File: config.mk
export PLATFORM = sky130hd
export DESIGN_NAME = dbf_rx_line_seq_flat
export DESIGN_NICKNAME = d
export VERILOG_FILES = /design/src/rtl/dbf_rx_line_seq_if.sv /design/src/rtl/dbf_rx_line_seq.sv /design/src/flat_wrapper.sv
export SDC_FILE = /design/constraint.sdc
export NUM_CORES = 1
export LEC_CHECK = 0
export CAP_MARGIN = 15
export CORE_MARGIN = 10
export CORE_UTILIZATION = 41
export CTS_CLUSTER_SIZE = 8
export DETAILED_ROUTE_END_ITERATION = 8
export PLACE_DENSITY = 0.72
export SLEW_MARGIN = 20
export SYNTH_ARGS = -nofsm -noshare
export SYNTH_HDL_FRONTEND = slang
export SYNTH_SLANG_ARGS = --single-unit
File: constraint.sdc
create_clock -name clk -period 3.2 [get_ports clk]
set_input_delay 0.64 -clock clk [delete_from_list [all_inputs] [get_ports clk]]
set_output_delay 0.64 -clock clk [all_outputs]
set_load 0.005 [all_outputs]
File: src/rtl/dbf_rx_line_seq_if.sv
// Control/status bus of the DBF per-line sequencer.
// master = frame controller, slave = sequencer.
interface dbf_rx_line_seq_if #(
    parameter int ADDR_WD = 10,
    parameter int LINE_WD = 7
);
    logic               frame_start;
    logic               line_trig;
    logic               abort;
    logic               tx_en;
    logic               start;
    logic [ADDR_WD-1:0] dbf_lut_addr;
    logic               dbf_lut_we;
    logic [LINE_WD-1:0] line_idx;
    logic               busy;
    logic               line_done;
    logic               frame_done;
    logic               trig_overrun;

    modport master (
        output frame_start, line_trig, abort,
        input  tx_en, start, dbf_lut_addr, dbf_lut_we, line_idx,
        input  busy, line_done, frame_done, trig_overrun
    );

    modport slave (
        input  frame_start, line_trig, abort,
        output tx_en, start, dbf_lut_addr, dbf_lut_we, line_idx,
        output busy, line_done, frame_done, trig_overrun
    );
endinterface

File: src/rtl/dbf_rx_line_seq.sv
// Per-scan-line sequencer: TX window, settle gap, RX window with
// one delay-LUT address step per focal zone; tracks line index in frame.
module dbf_rx_line_seq #(
    parameter int ADDR_WD       = 10,
    parameter int LINE_WD       = 7,
    parameter int NUM_LINES     = 128,
    parameter int TX_CYCLES     = 16,
    parameter int SETTLE_CYCLES = 4,
    parameter int RX_SAMPLES    = 4096,
    parameter int ZONE_LEN      = 64
) (
    input logic              clk,
    input logic              rst_n,
    dbf_rx_line_seq_if.slave bus
);
    localparam int MAX_AB = (TX_CYCLES > SETTLE_CYCLES) ? TX_CYCLES : SETTLE_CYCLES;
    localparam int MAXC   = (MAX_AB > RX_SAMPLES) ? MAX_AB : RX_SAMPLES;
    localparam int CW     = $clog2(MAXC + 1);
    localparam int ZW     = $clog2(ZONE_LEN);

    localparam logic [CW-1:0]      TX_LAST   = CW'(TX_CYCLES - 1);
    localparam logic [CW-1:0]      SET_LAST  = CW'(SETTLE_CYCLES - 1);
    localparam logic [CW-1:0]      RX_LAST   = CW'(RX_SAMPLES - 1);
    localparam logic [ZW-1:0]      ZONE_LAST = ZW'(ZONE_LEN - 1);
    localparam logic [LINE_WD-1:0] LINE_LAST = LINE_WD'(NUM_LINES - 1);

    typedef enum logic [2:0] {
        S_IDLE,
        S_TX,
        S_SETTLE,
        S_RX,
        S_DONE
    } state_t;

    state_t             state_q, state_d;
    logic [CW-1:0]      cnt_q, cnt_d;
    logic [ZW-1:0]      zcnt_q, zcnt_d;
    logic [ADDR_WD-1:0] addr_q, addr_d;
    logic [ADDR_WD-1:0] base_q, base_d;
    logic [LINE_WD-1:0] idx_q, idx_d;
    logic               ovr_q, ovr_d;
    logic               busy;

    assign busy = (state_q != S_IDLE);

    // State and datapath registers with synchronous reset.
    always_ff @(posedge clk) begin
        if (!rst_n) begin
            state_q <= S_IDLE;
            cnt_q   <= '0;
            zcnt_q  <= '0;
            addr_q  <= '0;
            base_q  <= '0;
            idx_q   <= '0;
            ovr_q   <= 1'b0;
        end else begin
            state_q <= state_d;
            cnt_q   <= cnt_d;
            zcnt_q  <= zcnt_d;
            addr_q  <= addr_d;
            base_q  <= base_d;
            idx_q   <= idx_d;
            ovr_q   <= ovr_d;
        end
    end

    // Next-state logic: abort rolls the LUT address back to the line base.
    always_comb begin
        state_d = state_q;
        cnt_d   = cnt_q;
        zcnt_d  = zcnt_q;
        addr_d  = addr_q;
        base_d  = base_q;
        idx_d   = idx_q;
        ovr_d   = busy && bus.line_trig;
        if (busy && bus.abort) begin
            state_d = S_IDLE;
            cnt_d   = '0;
            zcnt_d  = '0;
            addr_d  = base_q;
        end else begin
            unique case (state_q)
                S_IDLE: begin
                    if (bus.frame_start) begin
                        idx_d  = '0;
                        addr_d = '0;
                    end
                    if (bus.line_trig) begin
                        state_d = S_TX;
                        cnt_d   = '0;
                        base_d  = bus.frame_start ? '0 : addr_q;
                    end
                end
                S_TX: begin
                    if (cnt_q == TX_LAST) begin
                        state_d = S_SETTLE;
                        cnt_d   = '0;
                    end else begin
                        cnt_d = cnt_q + CW'(1);
                    end
                end
                S_SETTLE: begin
                    zcnt_d = '0;
                    if (cnt_q == SET_LAST) begin
                        state_d = S_RX;
                        cnt_d   = '0;
                    end else begin
                        cnt_d = cnt_q + CW'(1);
                    end
                end
                S_RX: begin
                    if (zcnt_q == ZONE_LAST) begin
                        zcnt_d = '0;
                        addr_d = addr_q + ADDR_WD'(1);
                    end else begin
                        zcnt_d = zcnt_q + ZW'(1);
                    end
                    if (cnt_q == RX_LAST) begin
                        state_d = S_DONE;
                        cnt_d   = '0;
                    end else begin
                        cnt_d = cnt_q + CW'(1);
                    end
                end
                S_DONE: begin
                    state_d = S_IDLE;
                    if (idx_q == LINE_LAST) begin
                        idx_d  = '0;
                        addr_d = '0;
                    end else begin
                        idx_d = idx_q + LINE_WD'(1);
                    end
                end
                default: state_d = S_IDLE;
            endcase
        end
    end

    // Outputs decode directly from registered state and counters.
    always_comb begin
        bus.tx_en        = (state_q == S_TX);
        bus.start        = (state_q == S_RX);
        bus.dbf_lut_we   = (state_q == S_RX) && (zcnt_q == '0);
        bus.dbf_lut_addr = addr_q;
        bus.line_idx     = idx_q;
        bus.busy         = busy;
        bus.line_done    = (state_q == S_DONE);
        bus.frame_done   = (state_q == S_DONE) && (idx_q == LINE_LAST);
        bus.trig_overrun = ovr_q;
    end
endmodule
File: src/flat_wrapper.sv
// flat-port wrapper written by rule: the top's interface ports become plain ports
module dbf_rx_line_seq_flat 
#(
    parameter int ADDR_WD       = 10,
    parameter int LINE_WD       = 7,
    parameter int NUM_LINES     = 128,
    parameter int TX_CYCLES     = 16,
    parameter int SETTLE_CYCLES = 4,
    parameter int RX_SAMPLES    = 4096,
    parameter int ZONE_LEN      = 64
)
  (clk, rst_n, bus_frame_start, bus_line_trig, bus_abort, bus_tx_en, bus_start, bus_dbf_lut_addr, bus_dbf_lut_we, bus_line_idx, bus_busy, bus_line_done, bus_frame_done, bus_trig_overrun);
  dbf_rx_line_seq_if #(.ADDR_WD(ADDR_WD), .LINE_WD(LINE_WD)) bus_i ();
  input logic clk;
  input logic rst_n;
  input wire logic [$bits(bus_i.frame_start)-1:0] bus_frame_start;
  input wire logic [$bits(bus_i.line_trig)-1:0] bus_line_trig;
  input wire logic [$bits(bus_i.abort)-1:0] bus_abort;
  output wire logic [$bits(bus_i.tx_en)-1:0] bus_tx_en;
  output wire logic [$bits(bus_i.start)-1:0] bus_start;
  output wire logic [$bits(bus_i.dbf_lut_addr)-1:0] bus_dbf_lut_addr;
  output wire logic [$bits(bus_i.dbf_lut_we)-1:0] bus_dbf_lut_we;
  output wire logic [$bits(bus_i.line_idx)-1:0] bus_line_idx;
  output wire logic [$bits(bus_i.busy)-1:0] bus_busy;
  output wire logic [$bits(bus_i.line_done)-1:0] bus_line_done;
  output wire logic [$bits(bus_i.frame_done)-1:0] bus_frame_done;
  output wire logic [$bits(bus_i.trig_overrun)-1:0] bus_trig_overrun;
  assign bus_i.frame_start = bus_frame_start;
  assign bus_i.line_trig = bus_line_trig;
  assign bus_i.abort = bus_abort;
  assign bus_tx_en = bus_i.tx_en;
  assign bus_start = bus_i.start;
  assign bus_dbf_lut_addr = bus_i.dbf_lut_addr;
  assign bus_dbf_lut_we = bus_i.dbf_lut_we;
  assign bus_line_idx = bus_i.line_idx;
  assign bus_busy = bus_i.busy;
  assign bus_line_done = bus_i.line_done;
  assign bus_frame_done = bus_i.frame_done;
  assign bus_trig_overrun = bus_i.trig_overrun;
  dbf_rx_line_seq #(.ADDR_WD(ADDR_WD), .LINE_WD(LINE_WD), .NUM_LINES(NUM_LINES), .TX_CYCLES(TX_CYCLES), .SETTLE_CYCLES(SETTLE_CYCLES), .RX_SAMPLES(RX_SAMPLES), .ZONE_LEN(ZONE_LEN)) u_core (.clk(clk), .rst_n(rst_n), .bus(bus_i));
endmodule
==> flow_metrics.tcl, run 1 <==
set metrics [dict create \
    via_per_inst 5.861 \
    synth_nets 362 \
    grt_overflow 0 \
    dp_slack_ns 0.6922 \
    final_hold_viol_count 0 \
    cts_tree "built" \
    ys_seq_elements 50 \
    tns_ns 0 \
    hold_path_class "reg2reg" \
    timing.hold.ws_ns 0.5084 \
    period_share_pct 85.35 \
    slew_viol_final 0 \
    worstSetupPathType "reg2out" \
    avgRoutedWirePerCell_um 14.93 \
    synth-edff-count 0 \
    place_inst 445 \
    drtIter0Drc 191 \
    synth_most_common_cell "dfxtp_1" \
    syn_inst 352 \
    grt_usage_pct 13.58 \
    htree_num_levels 2 \
    cap_violations 0 \
    wirelength_mm 6.764 \
    antenna_cells 0 \
    start_util_pct 43.05 \
    cts_inserted_buffers 5 \
    timing.fmax_mhz 366.1 \
    port_buffers 28 \
    cts_hold_buf 0 \
    fp.dieArea_um2 10470 \
    antenna_found_initial 0 \
    ioPinCount 29 \
    tightest_slew_ns 0.8512 \
    synth_cell_types 52 \
    path_max_fanout 5 \
    synthArstFlopShare_pct 0 \
    rsz0062_at_grt "false" \
    dieWidth_um 102.3 \
    dieHeight_um 102.3 \
    required_ns 2.56 \
    post-route-util_pct 50.14 \
    status "complete, no violations" \
    grt_max_degree 31 \
    drive_above_1_share_pct 7.979 \
    cts-root-buf "clkbuf_8" \
    yosys.area.top_type "dfxtp_1" \
    drc 0 \
    yosys.area.top_type_share_pct 36.00 \
    synth_warnings 0 \
    gp_congestion 0.8287 \
    synth_area_per_cell_um2 7.898 \
    cts_sinks 50 \
    peakVddDrop_v 0.0001955 \
    critPathLaunchType "flop" \
    postCtsSetupBuffers 0 \
    arrival_ns 2.09 \
    dp_hpwl_mm 4.831 \
    ant_nets 0 \
    core_area_um2 6459 \
    period_minus_slack_ns 2.731 \
    rrSetupSlack_ns 0.64 \
    nets 385 \
    drtPass1Iterations 4 \
    synthFlopType "dfxtp_1" \
    placementRows 29 \
    cp-end-kind "output port" \
    powerDensity_nw_per_um2 374.9 \
    leakagePower_nw 1.055 \
    postLayoutSetupSlackWorst_ns 0.4688 \
    synth_area_leaders "dfxtp_1, a21oi_1, o21ai_0" \
    fin_cells 453 \
    cts_buffer_depth 2 \
    grt_pass1_vias 2472 \
    synth_seq_area_share_pct 36.00 \
    skew_ns 0.01443 \
    clk_pin_slew_ns 0.10 \
    syn-cell-area_um2 2780 \
    syn_to_final_growth_pct 16.47 \
    setup_viol 0 \
    cts-resized-gates 0 \
    grt_first_pass_wirelength_mm 11.90 \
    clk_latency_ns 0.30 \
    route.vias.total 2655 \
    relSlewSlack_pct 42.82 \
    synth_common_cells "dfxtp_1, nand2_1, a21oi_1, nor2_1, o21ai_0" \
]
## layer usage
layer | vias up | routed length [um] | share of wire [%] | track usage (%)
li1 | 1346 | - | - | -
met1 | 1236 | 3363 | 50 | 18.65
met2 | 67 | 2910 | 43 | 19.80
met3 | 6 | 396 | 5.9 | 3.441
met4 | 0 | 93 | 1.4 | 5.423
met5 | - | 0 | 0 | 0
## cells by family (layout without fill, tap and decap cells)
group / Yosys count / count (layout) / synth area share [%]
and+or+nand+nor: 165 / 165 / 31.91
AOI/OAI and AO/OA: 96 / 96 / 22.95
DFF: 50 / 50 / 36.00
buffers and inverters: 27 / 51 / 3.915
xor gates and xnor gates: 6 / 6 / 1.890
adders and majority gates: 5 / 5 / 2.250
muxes: 3 / 3 / 1.080
## worst paths after layout
kind                startpoint                         end  depth (start not counted)
max           u_core.zcnt_q[0]              bus_dbf_lut_we                          5
min            u_core.cnt_q[1]             u_core.cnt_q[1]                          2
max reg2reg  u_core.state_q[2]  u_core.bus.dbf_lut_addr[1]                          6
min reg2reg    u_core.cnt_q[1]             u_core.cnt_q[1]                          2
## worst max-delay path, stage by stage (launching register included)
cell and delay (ns):
dfxtp_1 0.35, inv_1 0.07, ha_1 0.14, or4b_2 0.57, nor3_1 0.14, clkdlybuf4s50_1 0.53
## registers in the layout, summed over array words and instances (netlist names)
signal	cells
u_core.bus.line_idx	7
u_core.bus.dbf_lut_addr	10
u_core.base_q	10
u_core.cnt_q	13
u_core.zcnt_q	6
u_core.bus.trig_overrun	1
u_core.state_q	3
## cell usage in the layout, fill, tap and decap left out, types with 2 or more instances in the layout
cell             Yosys  layout
a22oi_1              2       2
and2_1               3       3
nor4b_1              2       2
clkdlybuf4s50_1      0      28
and3_1               4       4
o31ai_1              6       6
or2_2                3       3
nor2b_1             14      14
xnor2_1              4       4
nor3b_1             12      12
nand2_1             30      30
buf_4                0       8
a21oi_1             29      29
dfxtp_1             50      50
nor2_1              29      29
ha_1                 5       5
a211oi_2             1       2
mux2i_1              3       3
o211ai_1             6       6
or3_1                4       4
nand2b_1             2       2
a31oi_1              2       2
a221oi_1             2       2
inv_1                6       6
o21ai_0             25      25
o21a_1               3       3
a32o_1               6       6
nor3_1              23      23
o22ai_1              3       3
nor4_1               7       7
nand4_1              5       5
xor2_1               2       2
nand3_1             19      19
clkbuf_8             0       6
## area by class of cell
| cell class | count | area [um^2] |
|---|---|---|
| Clock buffer | 6 | 82.58 |
| Sequential cell | 50 | 1001 |
| Inverter | 7 | 26.28 |
| Fill cell | 644 | 3221 |
| Clock inverter | 2 | 16.27 |
| Multi-Input combinational cell | 275 | 1675 |
| Tap cell | 77 | 96.34 |
| Timing Repair Buffer | 36 | 340.3 |
## where the power goes
part | switching [mW] | internal (mW)
registers | 0.0205 | 0.634
logic | 0.0913 | 0.0721
clock network | 0.217 | 0.178
## metrics by stage
stage	total power, mW	cell area [um^2]
2_1_floorplan	0.7682	2780
4_1_cts	1.226	3238
6_report	1.214	3238
3_3_place_gp	0.8295	3139
5_1_grt	1.273	3238
3_5_place_dp	0.8316	3139
Power figures use the tool's default switching activity.
==> run 2: changes to the inputs <==
--- a/config.mk
+++ b/config.mk
@@ -7,10 +7,10 @@
 export LEC_CHECK = 0
 export CAP_MARGIN = 15
 export CORE_MARGIN = 10
-export CORE_UTILIZATION = 41
+export CORE_UTILIZATION = 45
 export CTS_CLUSTER_SIZE = 8
 export DETAILED_ROUTE_END_ITERATION = 8
-export PLACE_DENSITY = 0.72
+export PLACE_DENSITY = 0.77
 export SLEW_MARGIN = 20
 export SYNTH_ARGS = -nofsm -noshare
 export SYNTH_HDL_FRONTEND = slang
==> flow_metrics.tcl, run 2 (synthesis gave the netlist of run 1 again) <==
set metrics [dict create \
    period_minus_slack_ns 2.757 \
    grt_usage_pct 13.88 \
    grt_first_pass_wirelength_mm 11.63 \
    antenna_cells 0 \
    cts_buffer_depth 2 \
    post_dp_cell_area_um2 3144 \
    drtIter0Drc 312 \
    cts-root-buf "clkbuf_8" \
    wirelength_mm 6.998 \
    setup_viol 0 \
    cp-end-kind "output port" \
    required_ns 2.56 \
    fin_cells 452 \
    start_util_pct 46.68 \
    drc 0 \
    antenna_found_initial 0 \
    peakVddDrop_v 0.0002095 \
    cts_sinks 50 \
    cap_violations 0 \
    dp_hpwl_mm 4.862 \
    placementRows 28 \
    rrSetupSlack_ns 0.84 \
    grt_max_degree 24 \
    clk_latency_ns 0.31 \
    pwr-share-comb_pct 12.1 \
    route.vias.total 2725 \
    p_sw_share_pct 23.75 \
    arrival_ns 2.12 \
    powerDensity_nw_per_um2 415.1 \
    timing.fmax_mhz 362.7 \
    holdCritStartpoint "u_core.cnt_q[1]" \
    final_area_um2 3287 \
    via_per_inst 6.029 \
    timing.rr.start "u_core.cnt_q[8]" \
    tightest_slew_ns 0.8096 \
    gp_congestion 0.9492 \
    pwr-share-clk_pct 40.0 \
    port_buffers 28 \
    critPathLaunchType "flop" \
    p_int_mw 1.040 \
    cts_hold_buf 0 \
    power.switching_mw 0.3240 \
    avgRoutedWirePerCell_um 15.48 \
    cts_inserted_buffers 5 \
    nets 386 \
    cts-resized-gates 0 \
    postCtsSetupBuffers 0 \
    leakagePower_nw 1.083 \
    nFillCells 571 \
    reg2reg_depth 5 \
    syn_to_final_growth_pct 18.23 \
    rsz0062_at_grt "false" \
    final_cell_mix "dfxtp_1, nand2_1, nor2_1, a21oi_1, clkdlybuf4s50_1" \
    skew_ns 0.005820 \
    core_area_um2 5956 \
    fp.dieArea_um2 9722 \
    r2r-end "u_core.cnt_q[12]" \
    hold_end "u_core.cnt_q[1]" \
    grt_overflow 0 \
    top_register "u_core.cnt_q" \
    largest_reg_flops 13 \
    dieWidth_um 98.60 \
    place_inst 444 \
    dieHeight_um 98.60 \
    tns_ns 0 \
    seqPwrFrac_pct 48.0 \
    period_share_pct 86.15 \
    hold_path_class "reg2reg" \
    clk_pin_slew_ns 0.09 \
    path_max_fanout 10 \
    ioPinCount 29 \
    final_hold_viol_count 0 \
    drtPass1Iterations 7 \
    drive_above_1_share_pct 8.223 \
    final_common_cell "dfxtp_1" \
    ant_nets 0 \
    status "complete, no violations" \
    cts_tree "built" \
    grt_pass1_vias 2398 \
    worstHoldPathCells 2 \
    slew_viol_final 0 \
    worstSetupPathType "reg2out" \
    htree_num_levels 2 \
    relSlewSlack_pct 45.93 \
]
==> run 2: changes by cell type in the layout (fill, tap and decap cells not counted), sizes merged <==
cell      previous run  this run
bufinv               0         2
clkinvlp             1         0
inv                  7         6
buf                  8         9
==> run 2: metal layers <==
| metal | share of wire [%] | wire, um | global-route usage (%) | vias to the layer above |
|---|---|---|---|---|
| met5 | 0 | 0 | 0 | - |
| met4 | 1.1 | 79 | 4.300 | 0 |
| met3 | 7.6 | 535 | 3.561 | 5 |
| met2 | 47 | 3280 | 22.09 | 91 |
| met1 | 44 | 3102 | 17.88 | 1281 |
| li1 | - | - | - | 1348 |
==> run 2: power groups by stage <==
| stage | combinational [mW] | sequential, mW | clock, mW |
|---|---|---|---|
| after floorplan | 0.106 | 0.662 | 0 |
| after global placement | 0.162 | 0.668 | 0 |
| after detailed placement | 0.164 | 0.669 | 0 |
| after CTS | 0.165 | 0.654 | 0.557 |
| after global routing | 0.181 | 0.658 | 0.579 |
| final | 0.165 | 0.654 | 0.545 |
==> run 2: worst max path at each step <==
stage | start | to | slack (ns) | cells after the start
finish | u_core.state_q[0] | bus_frame_done | 0.44 | 4
global route | u_core.state_q[0] | bus_frame_done | 0.22 | 4
CTS | u_core.state_q[0] | bus_frame_done | 0.45 | 4
detailed placement | bus_line_trig | u_core.base_q[3] | 0.79 | 5
global placement | u_core.zcnt_q[0] | bus_dbf_lut_we | 0.81 | 5
floorplan | u_core.cnt_q[8] | u_core.cnt_q[12] | 0.97 | 6
==> run 2: final cells by class <==
cell class / count / area [um^2] / area share [%]
clock buffers: 6 / 82.58 / 2.512
multi-input cells: 275 / 1675 / 50.97
clock inverters: 2 / 60.06 / 1.827
flip-flops and latches: 50 / 1001 / 30.45
inverters: 7 / 26.28 / 0.7994
well taps: 75 / 93.84 / 2.855
repair buffers: 37 / 347.8 / 10.58
==> run 2: critical path, stage by stage (launching register included) <==
cell	delay [ns]
dfxtp_1	0.42
nor2_1	0.37
nand2_1	0.22
nor3_1	0.26
clkdlybuf4s50_1	0.55
==> run 2: through the flow <==
stage | power [mW] | setup slack, ns | hold WS (ns) | util [%]
floorplan | 0.7682 | 0.9694 | 0.4620 | -
global placement | 0.8293 | 0.8106 | 0.4830 | 52.79
finish | 1.364 | 0.4431 | 0.5005 | 55.19
detailed placement | 0.8329 | 0.7883 | 0.4918 | 52.79
global route | 1.418 | 0.2226 | 0.5426 | 55.19
CTS | 1.376 | 0.4490 | 0.5056 | 55.19
